File: config.mk
export PLATFORM = sky130hd
export DESIGN_NAME = keccak_step_sequencer
export DESIGN_NICKNAME = d
export VERILOG_FILES = /design/src/rtl/keccak_step_sequencer.sv
export SDC_FILE = /design/constraint.sdc
export NUM_CORES = 1
export LEC_CHECK = 0
export CAP_MARGIN = 20
export CORE_MARGIN = 10
export CORE_UTILIZATION = 55
export CTS_CLUSTER_DIAMETER = 200
export DETAILED_ROUTE_END_ITERATION = 10
export DONT_BUFFER_PORTS = 1
export PLACE_DENSITY = 0.73
export RECOVER_POWER = 50
export SLEW_MARGIN = 20
export SYNTH_ARGS = -nofsm -noshare
export SYNTH_HDL_FRONTEND = slang
export SYNTH_SLANG_ARGS = --single-unit
File: constraint.sdc
create_clock -name clk -period 1.7 [get_ports clk]
set_clock_uncertainty 0.15 [all_clocks]
set_input_delay 0.34 -clock clk [delete_from_list [all_inputs] [get_ports clk]]
set_output_delay 0.34 -clock clk [all_outputs]
set_load 0.02 [all_outputs]
File: src/rtl/keccak_step_sequencer.sv
// Step sequencer for one Keccak pass: column parity per slice, rotate per lane, then permutation.
// Optional handshake watchdog enabled by defining STEP_TIMEOUT_EN.
module keccak_step_sequencer #(
  parameter int unsigned SLICES  = 64,
  parameter int unsigned LANES   = 25,
  parameter int unsigned TIMEOUT = 255
) (
  input  logic       clk,
  input  logic       rst,
  input  logic       start,
  input  logic       abort,
  input  logic       colparDone,
  input  logic       finishLane,
  input  logic       perm_done,
  output logic       busy,
  output logic       done,
  output logic       colparIJrster,
  output logic       ld_ij_par,
  output logic [5:0] slice_idx,
  output logic       initRotate,
  output logic       en_rotate,
  output logic [4:0] laneid,
  output logic       perm_start,
  output logic [3:0] state_o,
  output logic       err
);

  typedef enum logic [3:0] {
    S_IDLE       = 4'd0,
    S_CP_INIT    = 4'd1,
    S_CP_RUN     = 4'd2,
    S_ROT_INIT   = 4'd3,
    S_ROT_RUN    = 4'd4,
    S_PERM_START = 4'd5,
    S_PERM_WAIT  = 4'd6,
    S_DONE       = 4'd7,
    S_ERR        = 4'd8
  } state_t;

  localparam logic [5:0] SLICE_LAST = 6'(SLICES - 1);
  localparam logic [4:0] LANE_LAST  = 5'(LANES - 1);

  // Index widths are fixed by the port list; reject configurations that cannot fit.
  if (SLICES < 1 || SLICES > 64 || LANES < 1 || LANES > 32 ||
      TIMEOUT < 1 || TIMEOUT > 255) begin : g_param_check
    $error("keccak_step_sequencer: parameter out of range");
  end

  state_t     state, state_n;
  logic [5:0] slice_n;
  logic [4:0] lane_n;

`ifdef STEP_TIMEOUT_EN
  localparam logic [7:0] WAIT_LAST = 8'(TIMEOUT - 1);
  logic [7:0] wcnt, wcnt_n;
  logic       err_q, err_n;
  logic       in_wait, acked;
`endif

  always_comb begin
    state_n = state;
    slice_n = slice_idx;
    lane_n  = laneid;
`ifdef STEP_TIMEOUT_EN
    wcnt_n  = wcnt;
    err_n   = err_q;
    in_wait = 1'b0;
    acked   = 1'b0;
`endif
    unique case (state)
      S_IDLE:
        if (start) begin
          state_n = S_CP_INIT;
          slice_n = '0;
          lane_n  = '0;
        end
      S_CP_INIT:    state_n = S_CP_RUN;
      S_CP_RUN:
        if (colparDone) begin
          if (slice_idx == SLICE_LAST) state_n = S_ROT_INIT;
          else begin
            slice_n = slice_idx + 6'd1;
            state_n = S_CP_INIT;
          end
        end
      S_ROT_INIT:   state_n = S_ROT_RUN;
      S_ROT_RUN:
        if (finishLane) begin
          if (laneid == LANE_LAST) state_n = S_PERM_START;
          else begin
            lane_n  = laneid + 5'd1;
            state_n = S_ROT_INIT;
          end
        end
      S_PERM_START: state_n = S_PERM_WAIT;
      S_PERM_WAIT:  if (perm_done) state_n = S_DONE;
      S_DONE:       state_n = S_IDLE;
      default:      state_n = state;
    endcase

`ifdef STEP_TIMEOUT_EN
    // Watchdog overlays the case above: only the three ack-wait states count.
    in_wait = (state == S_CP_RUN) || (state == S_ROT_RUN) || (state == S_PERM_WAIT);
    acked   = ((state == S_CP_RUN) && colparDone) || ((state == S_ROT_RUN) && finishLane) ||
              ((state == S_PERM_WAIT) && perm_done);
    if (in_wait && !acked) begin
      if (wcnt == WAIT_LAST) state_n = S_ERR;
      else wcnt_n = wcnt + 8'd1;
    end
    if (state_n != state &&
        (state_n == S_CP_RUN || state_n == S_ROT_RUN || state_n == S_PERM_WAIT))
      wcnt_n = '0;
`endif

    if (abort) begin
      state_n = S_IDLE;
      slice_n = '0;
      lane_n  = '0;
    end

`ifdef STEP_TIMEOUT_EN
    if (state_n == S_ERR) err_n = 1'b1;
`endif
  end

  always_ff @(posedge clk or posedge rst) begin
    if (rst) begin
      state     <= S_IDLE;
      slice_idx <= '0;
      laneid    <= '0;
`ifdef STEP_TIMEOUT_EN
      wcnt      <= '0;
      err_q     <= 1'b0;
`endif
    end else begin
      state     <= state_n;
      slice_idx <= slice_n;
      laneid    <= lane_n;
`ifdef STEP_TIMEOUT_EN
      wcnt      <= wcnt_n;
      err_q     <= err_n;
`endif
    end
  end

  assign busy          = (state != S_IDLE);
  assign done          = (state == S_DONE);
  assign colparIJrster = (state == S_CP_INIT);
  assign ld_ij_par     = (state == S_CP_RUN);
  assign initRotate    = (state == S_ROT_INIT);
  assign en_rotate     = (state == S_ROT_RUN);
  assign perm_start    = (state == S_PERM_START);
  assign state_o       = state;

`ifdef STEP_TIMEOUT_EN
  assign err = err_q;
`else
  assign err = 1'b0;
`endif

endmodule

==> out/qor.yml <==
max_freq_mhz: 538
synthArstFlopShare: 1.00
stdcell_area_mm2: 0.00138
ys_seq_elements: 14
nets: 149
h-tree-depth: 1
syn_inst: 101
slew_headroom: 0.628
p_leak_nw: 0.666
cap_violations: 0
io_pins: 30
yosysWarnings: 0
yosys.area.top_type: "dfrtp_1"
clkTransAtPathRegs_ns: 0.10
finalCritPeriodShare: 1.09
ant_nets: 0
critPathKind: "flop to output port"
start_kind: "flop"
grt_max_degree: 15
cts-root-buf: "clkbuf_4"
synth_top_area_frac: 0.371
routedWlPerCell_um: 24.4
hp-class: "input port to flop"
antennaDiodeCount: 0
tritoncts: "done"
pwr-share-comb: 0.214
switching_power_uw: 221
synthAdderAreaFrac: 0.0398
clk_path_buf_depth: 2
rows: 14
syn_area_um2: 943
synth-xor-area-share: 0.0279
place_area_mm2: 0.00115
vias: 1067
grt_pass1_wl_um: 4950
crit_path_cell_trace: "or3b_4, inv_4, buf_12"
port_buffers: 0
setup_tns_ns: -0.983
areaGrowthSynthToFinish_pct: 46.6
grt_pass1_vias: 1037
peakVddDrop_mv: 0.410
drive_gt1_frac: 0.514
crit_fanout: 4
power_frac_seq: 0.481
yosysSeqAreaShare: 0.371
routed_wl_um: 3750
yosys_most_used_dff: "dfrtp_1"
hold_viol: 0
drc: 0
yosys.area_share.simple: 0.256
rsz0062_at_grt: "yes"
yosys-top-cells-count: "14 x dfrtp_1, 9 x nor2_1, 7 x inv_1"
synth_top_family_by_area: "simple AND/OR/NAND/NOR gates"
fp.dieH_um: 61.4
endpoint_kind: "output port"
cp_slowest_cell: "dfrtp_2"
finalWorstSetupSlack_ns: -0.158
worstPathRequired_ns: 1.21
cts_buffers: 3
fin_crit_ns: 1.86
clkPwrFrac: 0.305
drtPass1Iterations: 4
cell_internal_pwr_uw: 494
power-per-cell-area_mw_per_mm2: 517
drtIter0Drc: 64
crit_buf_inv: 2
violations: "setup timing"
tightestPinTransition_ns: 0.558
synth_mux_area_frac: 0.0557
synth_most_common_cell: "dfrtp_1"
path_delay_family: "flip-flops"
finalSetupViolCount: 15
grt_overflow_total: 0
routabilityCongestion: 0.922
finalMaxSlewViolations: 0
worstPathArrival_ns: 1.37
syn_area_per_cell_um2: 9.34
dp_hpwl_um: 2070
synth_edf_count: 0
start_util: 0.605
synth_compound_area_frac: 0.172
crit_path_max_incr_delay_ns: 0.45
coreArea_mm2: 0.00156
clkLatencyLatePin_ns: 0.30
grt.total_usage: 0.175
vias_per_cell: 6.93
die-area_mm2: 0.00377
cts_sinks: 14
antenna_found_initial: 0
outcome: "complete, but fails checks"
synthDistinctLibCells: 43
swShare: 0.309
fillers: 81
fp.dieW_um: 61.4
synth.area.top_cells: "dfrtp_1 37%, ha_1 4.0%, nor2_1 3.6%"
stage by stage:
stage | hold slack (ns) | setup WS [ns] | utilization | total power, mW | std cells
2_1_floorplan | 0.0790 | 0.00250 | - | 0.434 | 102
3_3_place_gp | 0.144 | 0.113 | 0.738 | 0.455 | 137
3_5_place_dp | 0.155 | 0.0263 | 0.738 | 0.458 | 137
4_1_cts | 0.0855 | -0.112 | 0.842 | 0.689 | 152
5_1_grt | 0.0801 | -0.205 | 0.887 | 0.739 | 154
6_report | 0.0712 | -0.158 | 0.887 | 0.714 | 154
what timing repair did:
item | 4_1_cts | 5_1_grt
hold endpoints to repair | 16 | 0
pin swaps | 4 | 6
hold buffers | 2 | 0
buffers inserted | 9 | 3
gates resized for setup | 17 | 14
setup endpoints to repair | 8 | 19
power groups by stage:
stage | combinational, mW | clock, mW | sequential, mW
floorplan | 0.0793 | 0 | 0.355
global placement | 0.104 | 0 | 0.350
detailed placement | 0.107 | 0 | 0.351
CTS | 0.138 | 0.209 | 0.342
global route | 0.160 | 0.236 | 0.344
finish | 0.153 | 0.218 | 0.343
state kept, by name, summed over array words and instances (netlist names):
register,count
slice_idx,6
laneid,5
state_o,3
worst paths after layout:
path / startpoint / end / slack (ns) / cells after the start
max: state_o[1] / en_rotate / -0.16 / 3
min: abort / slice_idx[1] / 0.07 / 2
max reg2reg: state_o[1] / laneid[2] / -0.15 / 6
min reg2reg: laneid[1] / laneid[1] / 0.44 / 2
max in group asynchronous: rst / state_o[1] / 0.62 / 2
min in group asynchronous: rst / laneid[0] / 0.37 / 2
kinds of logic after synthesis:
family          count (synthesis)
other cells                     1
simple gates                   41
fa+ha+maj                       3
xor+xnor                        3
compound gates                 20
mux                             5
buf+inv                        14
flops                          14
cell type report:
| cell class | instances | area [µm²] | share of cell area |
|---|---|---|---|
| Sequential cell | 14 | 357 | 0.258 |
| Clock buffer | 4 | 26.3 | 0.0190 |
| Inverter | 8 | 32.5 | 0.0235 |
| Multi-Input combinational cell | 74 | 622 | 0.450 |
| Timing Repair Buffer | 38 | 325 | 0.235 |
| Tap cell | 16 | 20.0 | 0.0145 |
worst reg2reg max path, stage by stage, from the launching register on:
cell and delay, ns:
dfrtp_2 0.45, or3b_4 0.44, inv_4 0.09, buf_4 0.12, nand4_1 0.15, xor2_1 0.26, nor2_1 0.09
metal layers:
metal  vias up  wire length, µm  track usage
met3        28              417       0.0700
li1        440                -            -
met1       514             1330        0.179
met4         0              204        0.102
met2        85             1800        0.297
met5         -                0            0
placed cells by master, fill, tap and decap left out, types with 2 or more instances in the layout:
cell type | synthesis | layout
nor2_1 | 9 | 5
o31ai_2 | 0 | 2
inv_1 | 7 | 6
nand4_1 | 3 | 3
ha_1 | 3 | 2
buf_4 | 2 | 28
xor2_1 | 3 | 3
conb_1 | 1 | 2
dfrtp_2 | 0 | 5
buf_6 | 1 | 5
nor2_2 | 0 | 3
nand3_1 | 4 | 3
dlygate4sd3_1 | 0 | 2
and3_4 | 0 | 2
mux2_2 | 2 | 2
nor3_2 | 0 | 2
clkbuf_1 | 2 | 2
a21oi_1 | 2 | 2
mux2i_1 | 3 | 3
nand2_2 | 1 | 3
nor4_1 | 2 | 2
o211ai_1 | 2 | 2
a21o_1 | 4 | 4
nand2_1 | 6 | 3
and2_1 | 2 | 2
clkbuf_4 | 0 | 3
dfrtp_1 | 14 | 9
Note: power is estimated with default switching activity, not from simulation.
